### config.mk
export PLATFORM = sky130hd
export DESIGN_NAME = bcd_scan_display
export DESIGN_NICKNAME = d
export VERILOG_FILES = /design/src/rtl/bcd_scan_display.sv
export SDC_FILE = /design/constraint.sdc
export NUM_CORES = 1
export LEC_CHECK = 0
export CAP_MARGIN = 10
export CORE_ASPECT_RATIO = 0.75
export CORE_UTILIZATION = 30
export CTS_BUF_LIST = sky130_fd_sc_hd__clkbuf_16
export DETAILED_ROUTE_END_ITERATION = 8
export HOLD_SLACK_MARGIN = 0.15
export PLACE_DENSITY = 0.53
export SETUP_SLACK_MARGIN = 0.2
export SYNTH_ARGS = -nofsm -noshare
export SYNTH_HDL_FRONTEND = slang
export SYNTH_SLANG_ARGS = --single-unit
### constraint.sdc
create_clock -name CLK -period 2.3 [get_ports CLK]
set_clock_uncertainty 0.1 [all_clocks]
set_input_delay 0.23 -clock CLK [delete_from_list [all_inputs] [get_ports CLK]]
set_output_delay 0.23 -clock CLK [all_outputs]
set_load 0.02 [all_outputs]
### src/rtl/bcd_scan_display.sv
// bcd_scan_display
//   Latches NDIG BCD nibbles from the bottle controller and drives a single
//   multiplexed 7-segment display by time-division scanning. New data is
//   staged and only copied to the displayed register at a frame boundary,
//   so a frame never mixes two loads. Supports leading-zero blanking and a
//   whole-display blink.
//
// Ports
//   CLK         system clock, all state on rising edge
//   RST_n       asynchronous active-low reset
//   load        1-cycle strobe, samples digits_in into the staging register
//   digits_in   BCD nibbles, digit k (1 = LSD) at [4k-1:4k-4]
//   blank_lz    1 = blank leading zeros (digit 1 is never blanked)
//   blink_en    1 = blink the whole display
//   seg         {a,b,c,d,e,f,g}, inverted when SEG_ACT_LO = 1
//   dig_sel     one-hot digit enable, bit k-1 selects digit k
//   frame_done  1 during the last cycle of the last slot of a frame
module bcd_scan_display #(
  parameter int unsigned NDIG       = 5,
  parameter int unsigned PRESC      = 1000,
  parameter int unsigned BLINK_DIV  = 64,
  parameter bit          SEG_ACT_LO = 1'b0
) (
  input  logic              CLK,
  input  logic              RST_n,
  input  logic              load,
  input  logic [4*NDIG-1:0] digits_in,
  input  logic              blank_lz,
  input  logic              blink_en,
  output logic [6:0]        seg,
  output logic [NDIG-1:0]   dig_sel,
  output logic              frame_done
);

  localparam int unsigned PW = (PRESC > 1)     ? $clog2(PRESC)     : 1;
  localparam int unsigned SW = (NDIG > 1)      ? $clog2(NDIG)      : 1;
  localparam int unsigned BW = (BLINK_DIV > 1) ? $clog2(BLINK_DIV) : 1;

  logic [PW-1:0]     presc_cnt;
  logic [SW-1:0]     slot;
  logic [4*NDIG-1:0] staging;
  logic [4*NDIG-1:0] disp;
  logic              pending;
  logic [BW-1:0]     blink_cnt;
  logic              phase;
  logic [6:0]        seg_r;

  logic              presc_wrap;
  logic              frame_end;
  logic [3:0]        cur_nib;
  logic              lead_zero;
  logic              zero_run;
  logic [NDIG-1:0]   sel_oh;
  logic [6:0]        seg_next;

  assign presc_wrap = (presc_cnt == PW'(PRESC - 1));
  assign frame_end  = presc_wrap && (slot == SW'(NDIG - 1));
  assign frame_done = frame_end;

  function automatic logic [6:0] decode(input logic [3:0] nib);
    case (nib)
      4'd0:    decode = 7'b1111110;
      4'd1:    decode = 7'b0110000;
      4'd2:    decode = 7'b1101101;
      4'd3:    decode = 7'b1111001;
      4'd4:    decode = 7'b0110011;
      4'd5:    decode = 7'b1011011;
      4'd6:    decode = 7'b1011111;
      4'd7:    decode = 7'b1110000;
      4'd8:    decode = 7'b1111111;
      4'd9:    decode = 7'b1111011;
      default: decode = 7'b0000001;
    endcase
  endfunction

  // Slot timing
  always_ff @(posedge CLK or negedge RST_n) begin
    if (!RST_n) begin
      presc_cnt <= '0;
      slot      <= '0;
    end else if (presc_wrap) begin
      presc_cnt <= '0;
      slot      <= (slot == SW'(NDIG - 1)) ? '0 : slot + 1'b1;
    end else begin
      presc_cnt <= presc_cnt + 1'b1;
    end
  end

  // Staging/display transfer. A load in the boundary cycle still lets disp
  // take the old staging value; the new value stays pending for one frame.
  always_ff @(posedge CLK or negedge RST_n) begin
    if (!RST_n) begin
      staging <= '0;
      disp    <= '0;
      pending <= 1'b0;
    end else begin
      if (frame_end && pending)
        disp <= staging;
      if (load) begin
        staging <= digits_in;
        pending <= 1'b1;
      end else if (frame_end) begin
        pending <= 1'b0;
      end
    end
  end

  // Blink phase, counted in frames; held clear while blinking is off so
  // enabling it always starts with a visible half-period.
  always_ff @(posedge CLK or negedge RST_n) begin
    if (!RST_n) begin
      blink_cnt <= '0;
      phase     <= 1'b0;
    end else if (!blink_en) begin
      blink_cnt <= '0;
      phase     <= 1'b0;
    end else if (frame_end) begin
      if (blink_cnt == BW'(BLINK_DIV - 1)) begin
        blink_cnt <= '0;
        phase     <= ~phase;
      end else begin
        blink_cnt <= blink_cnt + 1'b1;
      end
    end
  end

  // Walk from the MSD down: zero_run stays set while every digit at or
  // above the current one is zero.
  always_comb begin
    cur_nib   = '0;
    lead_zero = 1'b0;
    zero_run  = 1'b1;
    sel_oh    = '0;
    for (int unsigned i = NDIG; i > 0; i--) begin
      zero_run = zero_run && (disp[4*(i-1) +: 4] == 4'd0);
      if (SW'(i - 1) == slot) begin
        cur_nib    = disp[4*(i-1) +: 4];
        lead_zero  = zero_run && (i > 1);
        sel_oh[i-1] = 1'b1;
      end
    end
  end

  always_comb begin
    seg_next = decode(cur_nib);
    if ((blank_lz && lead_zero) || (blink_en && phase))
      seg_next = '0;
  end

  always_ff @(posedge CLK or negedge RST_n) begin
    if (!RST_n) begin
      seg_r   <= '0;
      dig_sel <= '0;
    end else begin
      seg_r   <= seg_next;
      dig_sel <= sel_oh;
    end
  end

  assign seg = seg_r ^ {7{SEG_ACT_LO}};

endmodule

# Word level (Yosys, flattened, before mapping)
# Memories as Yosys holds them, arrays and structs flattened.
# Cells that the tools add are included.
[totals] wordCells=64 reg_bits=73 mem_bits_ro=112 memories=1 output_inout_bits=13
[mem_list] memory="(name not given)" depth=16 width=7 read_ports=1 rd_ports_with_merged_regs=0 write_ports=0 line_no="61" rtl="case (nib)"
[op_classes] muxes=26 addsub=3 reduce_logical=15 n_bitwise=1 n_eq_ne=9
[op_table] operator="4-bit 2-to-1 mux" n=5
[op_table] operator="6-bit 2-to-1 mux" n=3
[op_table] operator="4-bit zero test" n=4
[op_table] operator="1-bit 2-to-1 mux" n=15
[op_table] operator="10-bit by 1-bit adder with 10-bit output (second input constant)" n=1
[op_table] operator="10-bit == test (second input constant)" n=1
[op_table] operator="10-bit 2-to-1 mux" n=1
[op_table] operator="1-bit logical AND" n=7
[op_table] operator="7-bit 2-to-1 mux" n=1
[op_table] operator="6-bit by 1-bit adder with 6-bit output (second input constant)" n=1
[op_table] operator="2-bit by 3-bit == test with 1-bit output (first input constant)" n=2
[op_table] operator="6-bit == test (second input constant)" n=1
[op_table] operator="2-bit by 1-bit != test with 1-bit output (second input constant)" n=2
[op_table] operator="3-bit by 1-bit adder with 3-bit output (second input constant)" n=1
[op_table] operator="1-bit by 3-bit == test with 1-bit output (first input constant)" n=1
[op_table] operator="3-bit == test (first input constant)" n=1
[op_table] operator="3-bit == test (second input constant)" n=1
[op_table] operator="3-bit zero test" n=1
[op_table] operator="3-bit 2-to-1 mux" n=1
[op_table] operator="2-bit AND reduction" n=1
[op_table] operator="2-bit nonzero test" n=1
[op_table] operator="1-bit logical OR" n=1
[op_table] operator="1-bit NOT" n=1

# Longest topological paths before layout
# Gate-level depths: netlist of the first run.
[logic_depth] word_depth=9 ltp_mapped=11 ltp_nobuf=10

# Worst setup path after synthesis of the first run
# OpenSTA, ideal clock, no wires.
[synth_path] path_type="reg2reg" startpoint="reg slot[2]" endpoint="reg seg_r[3], in the netlist seg[3]" required_time_ns=2.106 synth_period_minus_slack_ns=2.567 setup_time_ns=0.094 arrival_time_ns=2.373 stages_incl_launch_ff=11 path_slack_ns=-0.267 path_cell_list="dfrtp_1 -> inv_1 -> ha_1 -> clkbuf_1 -> nand4b_1 -> a22oi_1 -> a31oi_1 -> inv_1 -> ha_1 -> mux2_2 -> a211oi_1"
[synth_between] elab_chain_len=9 word_cells_on_any_way=19
[synth_rtl] element="start: declaration" line_no="40" rtl="logic [SW-1:0] slot;"
[synth_rtl] element="start signal: assignment" line_no="83" rtl="slot <= (slot == SW'(NDIG - 1)) ? '0 : slot + 1'b1;"
[synth_rtl] element="parallel branches: the longest is 8 deep, another holds memory read 16 x 7 bit"
[synth_rtl] element="7-bit 2-to-1 mux (*)" line_no="146" rtl="if ((blank_lz && lead_zero) || (blink_en && phase))"
[synth_rtl] element="via seg_next[3]" line_no="54" rtl="logic [6:0] seg_next;"
[synth_rtl] element="end signal: assignment" line_no="155" rtl="seg_r <= seg_next;"
[synth_rtl] element="end: declaration" line_no="46" rtl="logic [6:0] seg_r;"
# Mark *: on every way through the listed nets, which the timed path passes.
# A chain may end at the register's enable or synchronous reset.

# Worst setup path after layout of the first run
[layout_path] startpoint="reg slot[1]" endpoint="reg seg_r[3], in the netlist seg[3]"
# The elaborated chain is that of the path after synthesis.

==> impl_metrics.sql, run 1 <==
INSERT INTO impl_metrics (metric_group, metric, value, unit) VALUES
('run_status', 'violations', 'design-rule violations, negative setup slack', ''),
('floorplan', 'die_h', '94.6', 'um'),
('yosys', 'synth_top_area_share', '53.3', '%'),
('power_and_ir_drop', 'power_density', '582', 'nW/um2'),
('cells_and_area', 'final_layout_fill_cell_count', '1005', ''),
('global_routing', 'global_route_wire_length_before_repair', '12500', 'um'),
('route', 'routed_wl', '7440', 'um'),
('placed_design', 'pre_cts_worst_setup_slack', '-0.155', 'ns'),
('timing', 'slew-limit-headroom', '67.6', '%'),
('global_routing', 'grt_max_degree', '63', ''),
('yosys', 'synth_area_per_cell', '12.1', 'um2'),
('cts', 'cts_sinks', '73', ''),
('timing', 'layout_setup_ws', '-0.0716', 'ns'),
('yosys', 'number_of_synthesized_register_bits', '73', ''),
('timing', 'setup_viol', '2', ''),
('route', 'drtIter0Drc', '87', ''),
('cells_and_area', 'final_net_count', '401', ''),
('cts', 'clk_pin_slew', '0.06', 'ns'),
('yosys', 'synth.cell_area', '3430', 'um2'),
('power_and_ir_drop', 'power.switching_fraction', '21.3', '%'),
('cells_and_area', 'drive_gt1_share', '39.3', '%'),
('floorplan', 'die_w', '125', 'um'),
('cts', 'maximum_count_of_clock_buffers_along_a_single_path', '2', ''),
('global_routing', 'grt_util_met1', '19.1', '%'),
('run_status', 'outcome', 'finished, violations left', ''),
('timing', 'rsz0062_at_grt', 'true', ''),
('timing', 'finalMaxSlewViolations', '0', ''),
('placed_design', 'postPlaceCellArea', '4200', 'um2'),
('worst_setup_path', 'launch_point_of_the_worst_reg_to_reg_path', 'slot[1]$_DFFE_PN0N_', ''),
('cells_and_area', 'stdcell_area', '4870', 'um2'),
('yosys', 'leading_post_synthesis_cells_by_cell_area', 'sky130_fd_sc_hd__dfrtp_1, sky130_fd_sc_hd__mux2_2, sky130_fd_sc_hd__ha_1', ''),
('yosys', 'synth.yosys.warnings', '0', ''),
('worst_setup_path', 'cp-startpoint', 'slot[1]$_DFFE_PN0N_', ''),
('cts', 'ctsHtreeMaxLevel', '3', ''),
('placed_design', 'dp_hpwl', '5100', 'um'),
('floorplan', 'die_area', '11900', 'um2'),
('floorplan', 'initial_utilization', '31.1', '%'),
('floorplan', 'top_level_ports', '38', ''),
('worst_setup_path', 'critPathCaptureType', 'flip-flop', ''),
('cells_and_area', 'insertedDiodeCount', '0', ''),
('yosys', 'ys_dominant_reg_cell', 'sky130_fd_sc_hd__dfrtp_1', ''),
('route', 'detailedRoute.firstPassIterationCount', '8', ''),
('cts', 'ctsRootBufferMaster', 'sky130_fd_sc_hd__clkbuf_16', ''),
('placed_design', 'post-place-cells', '478', ''),
('power_and_ir_drop', 'highest_ir_drop_seen_on_vdd', '0.433', 'mV'),
('timing', 'timing.final.crit_share', '103', '%'),
('global_routing', 'antenna_violations_before_repair', '0', ''),
('cts', 'numCtsBuffers', '9', ''),
('power_and_ir_drop', 'p_seq_share', '47.7', '%'),
('power_and_ir_drop', 'pwr-share-comb', '4.6', '%'),
('timing', 'timing_worst_slew_pin_value', '0.480', 'ns'),
('route', 'drt.antenna.violating_nets', '0', ''),
('global_routing', 'top_usage_layer', 'met2', ''),
('yosys', 'synth_async_sr_flop_share', '100', '%'),
('power_and_ir_drop', 'total_power', '2.83', 'mW'),
('cts', 'tritoncts', 'yes', ''),
('route', 'routed-via-count', '2492', ''),
('power_and_ir_drop', 'p_int', '2.23', 'mW'),
('worst_setup_path', 'worstPathRequired', '2.45', 'ns'),
('route', 'drcViolationCount', '3', ''),
('yosys', 'post_syn_nets', '320', ''),
('global_routing', 'gr-total-overflow', '0', ''),
('flow_run', 'cap_viol_max_count', '0', ''),
('timing', 'timing_hold_violations_final', '0', ''),
('cells_and_area', 'layout.cells.non_filler', '509', ''),
('worst_setup_path', 'timing.critical_path.from_type', 'flip-flop', ''),
('worst_setup_path', 'timing.critical_path.fanout_max', '8', ''),
('power_and_ir_drop', 'share_clk_of_total_power', '47.7', '%'),
('placed_design', 'buffer_ports.inserted', '37', ''),
('floorplan', 'std_cell_rows', '33', ''),
('yosys', 'netlist-cell-type-count', '49', '');
## cell families (layout without fill, tap and decap cells)
kind of cell | Yosys count | in the layout | synth area share [%]
and+or+nand+nor | 82 | 82 | 13.0
xor gates and xnor gates | 8 | 8 | 2.04
muxes | 47 | 47 | 15.3
DFF | 73 | 73 | 53.3
AOI/OAI and AO/OA | 39 | 39 | 9.13
buffers and inverters | 22 | 108 | 2.85
adders and majority gates | 12 | 12 | 4.38
## synth_stat cells (3+ instances only)
cell and count:
sky130_fd_sc_hd__a211oi_1 3, sky130_fd_sc_hd__a21oi_1 8, sky130_fd_sc_hd__buf_2 4, sky130_fd_sc_hd__clkbuf_1 4, sky130_fd_sc_hd__dfrtp_1 73, sky130_fd_sc_hd__ha_1 12
sky130_fd_sc_hd__inv_1 13, sky130_fd_sc_hd__mux2_2 43, sky130_fd_sc_hd__mux2i_1 4, sky130_fd_sc_hd__nand2_1 20, sky130_fd_sc_hd__nand2b_1 3, sky130_fd_sc_hd__nand3_1 16
sky130_fd_sc_hd__nand4b_1 3, sky130_fd_sc_hd__nor2_1 13, sky130_fd_sc_hd__nor3_1 5, sky130_fd_sc_hd__nor3b_1 3, sky130_fd_sc_hd__o21ai_0 6, sky130_fd_sc_hd__o22ai_1 4
sky130_fd_sc_hd__or3_1 3, sky130_fd_sc_hd__xnor2_1 3, sky130_fd_sc_hd__xor2_1 5
## path summary, 6_finish.rpt
path,slack (ns),to
worst max-delay path,-0.07,seg[3]$_DFF_PN0_
worst min-delay path,0.23,blink_cnt[2]$_DFFE_PN0P_
worst max register to register,-0.07,seg[3]$_DFF_PN0_
worst min register to register,0.38,presc_cnt[0]$_DFF_PN0_
max in group asynchronous,1.24,slot[1]$_DFFE_PN0N_
min in group CLK,0.38,presc_cnt[0]$_DFF_PN0_
## registers in the layout, summed over array words and instances (netlist names)
| signal | cells |
|---|---|
| slot | 3 |
| dig_sel | 5 |
| phase | 1 |
| blink_cnt | 6 |
| pending | 1 |
| disp | 20 |
| staging | 20 |
| seg | 7 |
| presc_cnt | 10 |
## critical path: stages, from the launching register on
cell and delay (ns):
sky130_fd_sc_hd__dfrtp_2 0.41, sky130_fd_sc_hd__buf_6 0.12, sky130_fd_sc_hd__inv_4 0.04, sky130_fd_sc_hd__ha_4 0.19, sky130_fd_sc_hd__or3_4 0.37, sky130_fd_sc_hd__a22oi_2 0.22
sky130_fd_sc_hd__a31oi_4 0.08, sky130_fd_sc_hd__inv_2 0.11, sky130_fd_sc_hd__ha_4 0.21, sky130_fd_sc_hd__mux2_4 0.27, sky130_fd_sc_hd__a211oi_2 0.17
## metal layers
| layer | wire length (um) | vias up |
|---|---|---|
| met5 | 0 | - |
| met4 | 103 | 0 |
| met3 | 347 | 12 |
| met2 | 3130 | 54 |
| met1 | 3860 | 1237 |
| li1 | - | 1189 |
## final cells by class
| cell class | instances | area (um2) | share of cell area (%) |
|---|---|---|---|
| Sequential cell | 73 | 1830 | 37.5 |
| Multi-Input combinational cell | 188 | 1770 | 36.3 |
| Timing Repair Buffer | 79 | 763 | 15.7 |
| Clock buffer | 9 | 225 | 4.62 |
| Tap cell | 140 | 175 | 3.59 |
| Clock inverter | 7 | 62.6 | 1.28 |
| Inverter | 13 | 51.3 | 1.05 |
## power groups by stage
| stage | Combinational [mW] | Clock, mW | Sequential, mW |
|---|---|---|---|
| floorplan | 0.0531 | 0 | 1.37 |
| global placement | 0.130 | 0 | 1.37 |
| detailed placement | 0.133 | 0 | 1.38 |
| CTS | 0.135 | 1.39 | 1.35 |
| global route | 0.146 | 1.46 | 1.36 |
| finish | 0.130 | 1.35 | 1.35 |
## per-stage QoR
stage	hold WS, ns	TNS [ns]
after floorplan	-0.166	-0.0368
after global placement	0.0463	-0.107
after detailed placement	0.0458	-0.483
after CTS	0.221	-0.0181
after global routing	0.250	-0.385
final	0.226	-0.128
## repair_timing
item | 4_1_cts | 5_1_grt
hold buffers | 1 | 0
setup buffers | 13 | 1
gates resized for setup | 43 | 23
hold endpoints to repair | 73 | 0
setup endpoints to repair | 8 | 30
pin swaps | 11 | 14
No activity file was read; power rests on OpenSTA's default activity.
==> run 2: changes to the inputs <==
--- a/config.mk
+++ b/config.mk
@@ -5,8 +5,8 @@
 export SDC_FILE = /design/constraint.sdc
 export NUM_CORES = 1
 export LEC_CHECK = 0
+export ABC_CLOCK_PERIOD_IN_PS = 2300
 export CAP_MARGIN = 10
-export CORE_ASPECT_RATIO = 0.75
 export CORE_UTILIZATION = 30
 export CTS_BUF_LIST = sky130_fd_sc_hd__clkbuf_16
 export DETAILED_ROUTE_END_ITERATION = 8
==> run 2 against run 1 <==
The flow finishes with violations (negative setup slack); critical path depth is 2 lower; die area is essentially flat; hold slack improved by 0.10 ns; sequential share of layout area increased by 0.31 points; combinational power hardly changed; fmax increased by 1.7%; critical path type unchanged.
==> impl_metrics.sql, run 2 (synthesis gave the netlist of run 1 again) <==
INSERT INTO impl_metrics (metric_group, metric, value, unit) VALUES
('global_routing', 'global_route_wire_length_before_repair', '12400', 'um'),
('worst_setup_path', 'cp_cell_sequence', 'ha_2 -> ha_4 -> nand4b_1 -> a311oi_2 -> o22ai_4 -> ha_4 -> mux2_4 -> a211oi_2', ''),
('cts', 'tritoncts', 'yes', ''),
('cts', 'cts_sinks', '73', ''),
('timing', 'timing_hold_violations_final', '0', ''),
('flow_run', 'cap_viol_max_count', '0', ''),
('timing', 'finalWorstPathRequiredPeriod', '2.33', 'ns'),
('cts', 'clk_pin_slew', '0.06', 'ns'),
('route', 'detailedRoute.firstPassIterationCount', '4', ''),
('cts', 'numCtsBuffers', '9', ''),
('cells_and_area', 'commonest_non_fill_non_tap_cell_in_the_layout', 'sky130_fd_sc_hd__dfrtp_1', ''),
('route', 'drcViolationCount', '0', ''),
('route', 'routed_wl', '7350', 'um'),
('timing', 'rsz0062_at_grt', 'true', ''),
('timing', 'layout_setup_ws', '-0.0328', 'ns'),
('cts', 'ctsRootBufferMaster', 'sky130_fd_sc_hd__clkbuf_16', ''),
('floorplan', 'std_cell_rows', '38', ''),
('worst_setup_path', 'timing.reg2reg.worst_path_depth', '8', ''),
('cells_and_area', 'stdcell_area', '4830', 'um2'),
('floorplan', 'die_w', '109', 'um'),
('cts', 'ctsHtreeMaxLevel', '3', ''),
('power_and_ir_drop', 'total_power', '3.01', 'mW'),
('timing', 'timing_worst_slew_pin_value', '0.597', 'ns'),
('timing', 'setup_total_negative_slack', '-0.0328', 'ns'),
('placed_design', 'gp_congestion', '0.840', ''),
('cells_and_area', 'insertedDiodeCount', '0', ''),
('global_routing', 'gr-total-overflow', '0', ''),
('cells_and_area', 'layout.cells.most_common_list', 'sky130_fd_sc_hd__dfrtp_1, sky130_fd_sc_hd__mux2_2, sky130_fd_sc_hd__buf_4, sky130_fd_sc_hd__clkdlybuf4s50_1, sky130_fd_sc_hd__nand2_1', ''),
('global_routing', 'grt_util_all_layers', '13.5', '%'),
('floorplan', 'design.core.area', '11000', 'um2'),
('floorplan', 'initial_utilization', '31.2', '%'),
('route', 'vias_per_cell', '4.80', ''),
('min_path', 'holdCritPathClass', 'in -> async', ''),
('timing', 'fmaxAchievable', '429', 'MHz'),
('cells_and_area', 'synthToLayoutAreaGrowth', '40.9', '%'),
('route', 'wl_per_cell', '14.4', 'um'),
('global_routing', 'grt_pass1_vias', '2449', ''),
('worst_setup_path', 'worst_path_most_repeated_cell', 'sky130_fd_sc_hd__ha_4', ''),
('cells_and_area', 'drive_gt1_share', '38.6', '%'),
('placed_design', 'postPlaceCellArea', '4210', 'um2'),
('route', 'routed-via-count', '2446', ''),
('worst_setup_path', 'timing.critical_path.fanout_max', '8', ''),
('worst_setup_path', 'timing.critical_path.from_type', 'flip-flop', ''),
('placed_design', 'dp_hpwl', '5030', 'um'),
('cells_and_area', 'final_util', '44.0', '%'),
('worst_setup_path', 'timing.critical_path.buf_inv', '0', ''),
('worst_setup_path', 'worstPathRequired', '2.45', 'ns'),
('floorplan', 'die_h', '109', 'um'),
('worst_setup_path', 'timing_worst_setup_path_type', 'reg -> reg', ''),
('timing', 'setup_viol', '1', ''),
('worst_setup_path', 'crit_family', 'adder cells', ''),
('cells_and_area', 'final_net_count', '402', ''),
('worst_setup_path', 'worstSetupPathDepth', '8', ''),
('power_and_ir_drop', 'highest_ir_drop_seen_on_vdd', '0.285', 'mV'),
('timing', 'finalMaxSlewViolations', '0', ''),
('worst_setup_path', 'peak_per_stage_delay_on_the_critical_path', '0.41', 'ns'),
('global_routing', 'antenna_violations_before_repair', '0', ''),
('run_status', 'outcome', 'finished, violations left', ''),
('timing', 'slew-limit-headroom', '60.2', '%'),
('route', 'drt.antenna.violating_nets', '0', ''),
('global_routing', 'grt_max_degree', '32', ''),
('cells_and_area', 'layout_top_registers', 'disp x20, staging x20, presc_cnt x10', ''),
('worst_setup_path', 'worst-endpoint-arrival', '2.49', 'ns'),
('power_and_ir_drop', 'power_density', '622', 'nW/um2'),
('floorplan', 'top_level_ports', '38', ''),
('cts', 'maximum_count_of_clock_buffers_along_a_single_path', '2', ''),
('timing', 'timing.final.crit_share', '101', '%'),
('worst_setup_path', 'critPathSlowestCell', 'sky130_fd_sc_hd__dfrtp_1', ''),
('floorplan', 'die_area', '11900', 'um2'),
('cts', 'clock_latency', '0.33', 'ns'),
('run_status', 'violations', 'negative setup slack', ''),
('power_and_ir_drop', 'p_leak', '2.11', 'nW'),
('worst_setup_path', 'critPathCaptureType', 'flip-flop', ''),
('route', 'drtIter0Drc', '73', ''),
('placed_design', 'buffer_ports.inserted', '37', '');
-- run 2: worst paths after layout --
| path | slack (ns) | start | end |
|---|---|---|---|
| max | -0.03 | slot[0]$_DFFE_PN0N_ | seg[3]$_DFF_PN0_ |
| min | 0.33 | RST_n | staging[5]$_DFFE_PN0P_ |
| max reg2reg | -0.03 | slot[0]$_DFFE_PN0N_ | seg[3]$_DFF_PN0_ |
| min reg2reg | 0.39 | pending$_DFFE_PN0P_ | pending$_DFFE_PN0P_ |
| max in group asynchronous | 1.10 | RST_n | presc_cnt[1]$_DFF_PN0_ |
| min in group CLK | 0.39 | pending$_DFFE_PN0P_ | pending$_DFFE_PN0P_ |
-- run 2: where the power goes --
part / total [mW] / leakage (nW) / internal, mW / switching, mW
clock network: 1.52 / 0.153 / 0.958 / 0.564
logic: 0.133 / 1.04 / 0.0783 / 0.0543
registers: 1.35 / 0.917 / 1.33 / 0.0252
total: 3.01 / 2.11 / 2.36 / 0.643
-- run 2: cell type report --
type                            count  area (um2)
Timing Repair Buffer               80         723
Tap cell                          140         175
Inverter                           13        48.8
Clock buffer                        9         225
Clock inverter                      7         101
Multi-Input combinational cell    188        1730
Fill cell                        1032        6150
Sequential cell                    73        1830
-- run 2: metal layers --
layer  part of all wire (%)  GRT usage, %  vias to the layer above
met2                     47          21.3                       38
met5                      0             0                        -
met1                     48          17.9                     1207
met3                    3.5          3.65                        9
met4                    1.3          4.63                        0
li1                       -             -                     1192
-- run 2: through the flow --
step | setup WS [ns] | std cells | hold slack, ns
floorplan | -0.0368 | 283 | -0.166
global placement | -0.0361 | 482 | 0.166
detailed placement | -0.139 | 482 | 0.171
CTS | -0.0191 | 506 | 0.341
global route | -0.122 | 510 | 0.396
finish | -0.0328 | 510 | 0.327
-- run 2: timing repair --
| item | in CTS | in global routing |
|---|---|---|
| setup buffers | 7 | 4 |
| setup endpoints to repair | 27 | 29 |
| pin swaps | 11 | 7 |
| hold buffers | 1 | 0 |
| gates resized for setup | 34 | 13 |
| endpoints found under the hold margin | 23 | 0 |
-- run 2: worst reg2reg max path, delay by kind of cell (launching register included) --
family,cells,cell delay (ns)
and+or+nand+nor,1,0.19
AOI/OAI and AO/OA,3,0.63
muxes,1,0.27
adders and majority gates,3,0.65
DFF,1,0.41
==> run 3: changes to the inputs <==
--- a/config.mk
+++ b/config.mk
@@ -5,13 +5,15 @@
 export SDC_FILE = /design/constraint.sdc
 export NUM_CORES = 1
 export LEC_CHECK = 0
+export ABC_AREA = 1
 export ABC_CLOCK_PERIOD_IN_PS = 2300
 export CAP_MARGIN = 10
 export CORE_UTILIZATION = 30
 export CTS_BUF_LIST = sky130_fd_sc_hd__clkbuf_16
 export DETAILED_ROUTE_END_ITERATION = 8
+export GPL_ROUTABILITY_DRIVEN = 1
 export HOLD_SLACK_MARGIN = 0.15
-export PLACE_DENSITY = 0.53
+export PLACE_DENSITY = 0.52
 export SETUP_SLACK_MARGIN = 0.2
 export SYNTH_ARGS = -nofsm -noshare
 export SYNTH_HDL_FRONTEND = slang
==> run 3 against run 2 <==
The run ends with design-rule violations left; critical endpoint unchanged; global-route usage is 0.85 points lower; synthesized area is 6.5% higher; synthesized cell count is 51% higher; critical path depth is 5 higher; hold slack worse by 0.016 ns; routed wire length is 0.54% lower; largest cell class unchanged; clock power is 11% lower; cell count is 25% higher; clock-buffer cell count stayed put; non-clock buffer count is 22 lower; die area is 6.4% higher.
==> impl_metrics.sql, run 3 <==
INSERT INTO impl_metrics (metric_group, metric, value, unit) VALUES
('placed_design', 'dp_hpwl', '5270', 'um'),
('yosys', 'leading_post_synthesis_cells_by_cell_area', 'sky130_fd_sc_hd__dfrtp_1, sky130_fd_sc_hd__nand2_1, sky130_fd_sc_hd__inv_1', ''),
('cells_and_area', 'layout_top_registers', 'disp x20, staging x20, presc_cnt x10', ''),
('power_and_ir_drop', 'highest_ir_drop_seen_on_vdd', '0.309', 'mV'),
('cells_and_area', 'insertedDiodeCount', '0', ''),
('placed_design', 'buffer_ports.inserted', '37', ''),
('yosys', 'synth_edf_count', '0', ''),
('route', 'top_signal_layer_used', 'met4', ''),
('cts', 'ctsRootBufferMaster', 'sky130_fd_sc_hd__clkbuf_16', ''),
('route', 'drtIter0Drc', '156', ''),
('run_status', 'violations', 'design-rule violations', ''),
('worst_setup_path', 'timing.critical_path.fanout_max', '7', ''),
('route', 'routed_wl', '7310', 'um'),
('cells_and_area', 'final_net_count', '524', ''),
('floorplan', 'initial_utilization', '31.4', '%'),
('route', 'drt.antenna.violating_nets', '0', ''),
('worst_setup_path', 'cp_cell_sequence', 'ha_4 -> ha_4 -> nand2_2 -> nand2_1 -> inv_1 -> nand2_2 -> nand2_2 -> a21oi_4 -> buf_6 -> ha_1 -> nor2_2 -> nor2_1 -> nor2_1', ''),
('route', 'routedLengthMet1', '3600', 'um'),
('yosys', 'synth_top_area_share', '50.1', '%'),
('worst_setup_path', 'timing.critical_path.from_type', 'flip-flop', ''),
('cells_and_area', 'drive_gt1_share', '23.0', '%'),
('yosys', 'synth_seq_area_share', '50.1', '%'),
('worst_setup_path', 'critPathSlowestCell', 'sky130_fd_sc_hd__dfrtp_2', ''),
('yosys', 'synth_async_sr_flop_share', '100', '%'),
('timing', 'finalWorstPathRequiredPeriod', '2.02', 'ns'),
('cells_and_area', 'synthToLayoutAreaGrowth', '29.8', '%'),
('worst_setup_path', 'worst_path_most_repeated_cell', 'sky130_fd_sc_hd__nand2_2', ''),
('yosys', 'synth.largest_area_cell', 'sky130_fd_sc_hd__dfrtp_1', ''),
('cts', 'maximum_count_of_clock_buffers_along_a_single_path', '2', ''),
('timing', 'timing.final.crit_share', '87.9', '%'),
('yosys', 'synth.mux.area_fraction', '0', '%'),
('yosys', 'ys_dominant_reg_cell', 'sky130_fd_sc_hd__dfrtp_1', ''),
('timing', 'setup_viol', '0', ''),
('worst_setup_path', 'timing.rr.end', 'seg[3]$_DFF_PN0_', ''),
('min_path', 'holdCritPathClass', 'in -> async', ''),
('yosys', 'post_syn_nets', '465', ''),
('yosys', 'synth_area_per_cell', '8.53', 'um2'),
('worst_setup_path', 'peak_per_stage_delay_on_the_critical_path', '0.45', 'ns'),
('yosys', 'post_synth_fa_ha_maj_area_fraction', '4.11', '%'),
('floorplan', 'die_h', '112', 'um'),
('cts', 'clk_pin_slew', '0.06', 'ns'),
('cts', 'numCtsBuffers', '9', ''),
('timing', 'fmaxAchievable', '495', 'MHz'),
('cells_and_area', 'final_layout_fill_cell_count', '1178', ''),
('route', 'vias_per_cell', '4.39', ''),
('timing', 'layout_setup_ws', '0.278', 'ns'),
('route', 'routed-via-count', '2786', ''),
('route', 'dr_wl_met3', '216', 'um'),
('power_and_ir_drop', 'power_density', '595', 'nW/um2'),
('worst_setup_path', 'worstSetupPathDepth', '13', ''),
('cts', 'tritoncts', 'yes', ''),
('timing', 'hold_slack', '0.311', 'ns'),
('yosys', 'synth_xor_area_share', '0.720', '%'),
('cts', 'cts_sinks', '73', ''),
('run_status', 'outcome', 'finished, violations left', ''),
('timing', 'finalMaxSlewViolations', '0', ''),
('power_and_ir_drop', 'total_power', '2.82', 'mW'),
('yosys', 'synth_compound_gate_area_share', '10.4', '%'),
('floorplan', 'die_w', '112', 'um'),
('cells_and_area', 'layout.cells.most_common_list', 'sky130_fd_sc_hd__nand2_1, sky130_fd_sc_hd__dfrtp_1, sky130_fd_sc_hd__inv_1, sky130_fd_sc_hd__nor2_1, sky130_fd_sc_hd__clkdlybuf4s50_1', ''),
('global_routing', 'gr-total-overflow', '0', ''),
('global_routing', 'global_route_wire_length_before_repair', '12800', 'um'),
('worst_setup_path', 'crit_family', 'adder cells', ''),
('yosys', 'number_of_synthesized_register_bits', '73', ''),
('worst_setup_path', 'timing_worst_setup_path_type', 'reg -> reg', ''),
('route', 'wl_per_cell', '11.5', 'um'),
('timing', 'timing_hold_violations_final', '0', ''),
('cts', 'clock_latency', '0.33', 'ns'),
('yosys', 'synth.cell_area', '3650', 'um2'),
('route', 'detailedRoute.firstPassIterationCount', '6', ''),
('power_and_ir_drop', 'p_leak', '2.29', 'nW'),
('yosys', 'netlist_instances', '428', ''),
('route', 'drcViolationCount', '1', ''),
('placed_design', 'gp_congestion', '0.806', ''),
('cells_and_area', 'final-seq-area', '1830', 'um2'),
('floorplan', 'std_cell_rows', '39', ''),
('cts', 'ctsHtreeMaxLevel', '3', ''),
('worst_setup_path', 'worstPathRequired', '2.46', 'ns'),
('yosys', 'post_synth_simple_gate_area', '25.8', '%'),
('floorplan', 'top_level_ports', '38', ''),
('yosys', 'post_synth_most_frequent_cells', 'sky130_fd_sc_hd__nand2_1, sky130_fd_sc_hd__dfrtp_1, sky130_fd_sc_hd__inv_1, sky130_fd_sc_hd__nor2_1, sky130_fd_sc_hd__o21ai_0', ''),
('worst_setup_path', 'cp-startpoint', 'slot[0]$_DFFE_PN0N_', ''),
('route', 'met2_wirelength', '3400', 'um'),
('worst_setup_path', 'launch_point_of_the_worst_reg_to_reg_path', 'slot[0]$_DFFE_PN0N_', ''),
('yosys', 'synth_top_family_by_area', 'simple AND/OR/NAND/NOR gates', ''),
('floorplan', 'die_area', '12600', 'um2'),
('global_routing', 'grt_util_all_layers', '12.7', '%'),
('timing', 'setup_total_negative_slack', '0', 'ns'),
('flow_run', 'cap_viol_max_count', '0', ''),
('cells_and_area', 'commonest_non_fill_non_tap_cell_in_the_layout', 'sky130_fd_sc_hd__nand2_1', ''),
('cells_and_area', 'multiInputGateArea', '1620', 'um2'),
('global_routing', 'grt_pass1_vias', '2777', ''),
('placed_design', 'pre_cts_worst_setup_slack', '-0.00361', 'ns'),
('yosys', 'netlist-cell-type-count', '28', ''),
('worst_setup_path', 'timing.reg2reg.setup_slack', '0.28', 'ns'),
('global_routing', 'antenna_violations_before_repair', '0', ''),
('timing', 'slew-limit-headroom', '67.9', '%'),
('worst_setup_path', 'timing.reg2reg.worst_path_depth', '13', ''),
('timing', 'timing_worst_slew_pin_value', '0.481', 'ns'),
('yosys', 'synth.yosys.warnings', '0', ''),
('floorplan', 'design.core.area', '11600', 'um2'),
('worst_setup_path', 'worst-endpoint-arrival', '2.18', 'ns'),
('worst_setup_path', 'critPathCaptureType', 'flip-flop', ''),
('worst_setup_path', 'timing.critical_path.buf_inv', '2', ''),
('global_routing', 'grt_max_degree', '42', ''),
('yosys', 'synthMostInstantiatedCell', 'sky130_fd_sc_hd__nand2_1', ''),
('timing', 'rsz0062_at_grt', 'true', '');
## run 3: how the worst max path moves through the flow
stage / end / slack [ns]
2_1_floorplan: seg[3]$_DFF_PN0_ / 0.23
3_3_place_gp: seg[3]$_DFF_PN0_ / 0.1
3_5_place_dp: seg[3]$_DFF_PN0_ / -0.004
4_1_cts: seg[3]$_DFF_PN0_ / 0.20
5_1_grt: seg[3]$_DFF_PN0_ / 0.17
6_report: seg[3]$_DFF_PN0_ / 0.28
## run 3: layer usage
layer | vias to the layer above | GRT usage (%)
li1 | 1453 | -
met1 | 1275 | 16.5
met2 | 52 | 20.2
met3 | 6 | 3.19
met4 | 0 | 5.16
met5 | - | 0
## run 3: per-stage QoR
step	cells	util [%]	cell area, um2
finish	635	40.8	4740
global route	635	40.8	4740
floorplan	428	-	3650
CTS	629	39.8	4620
detailed placement	608	36.4	4230
global placement	608	36.4	4230
## run 3: kinds of logic (layout without fill, tap and decap cells)
logic type                 after synthesis  count (layout)
xor gates and xnor gates                 3               3
adders and majority gates               12              12
AOI/OAI and AO/OA                       60              60
buffers and inverters                   76             140
DFF                                     73              73
and+or+nand+nor                        204             204
## run 3: area by class of cell
type                    count  area share, %
repair buffers             58           11.7
clock inverters             7           1.51
multi-input cells         279           34.2
clock buffers               9           4.76
flip-flops and latches     73           38.7
well taps                 143           3.78
inverters                  66           5.36
## run 3: power breakdown
part | leakage [nW] | total, mW | switching [mW] | internal [mW]
clock network | 0.143 | 1.36 | 0.525 | 0.838
registers | 0.922 | 1.32 | 0.00664 | 1.32
logic | 1.22 | 0.133 | 0.0763 | 0.0567
total | 2.29 | 2.82 | 0.608 | 2.21
## run 3: what timing repair did
item,CTS,global route
endpoints found under the hold margin,36,0
buffers inserted,4,6
resized for setup,18,24
endpoints found under the setup margin,8,23
pin swaps,1,13
hold buffers,1,0
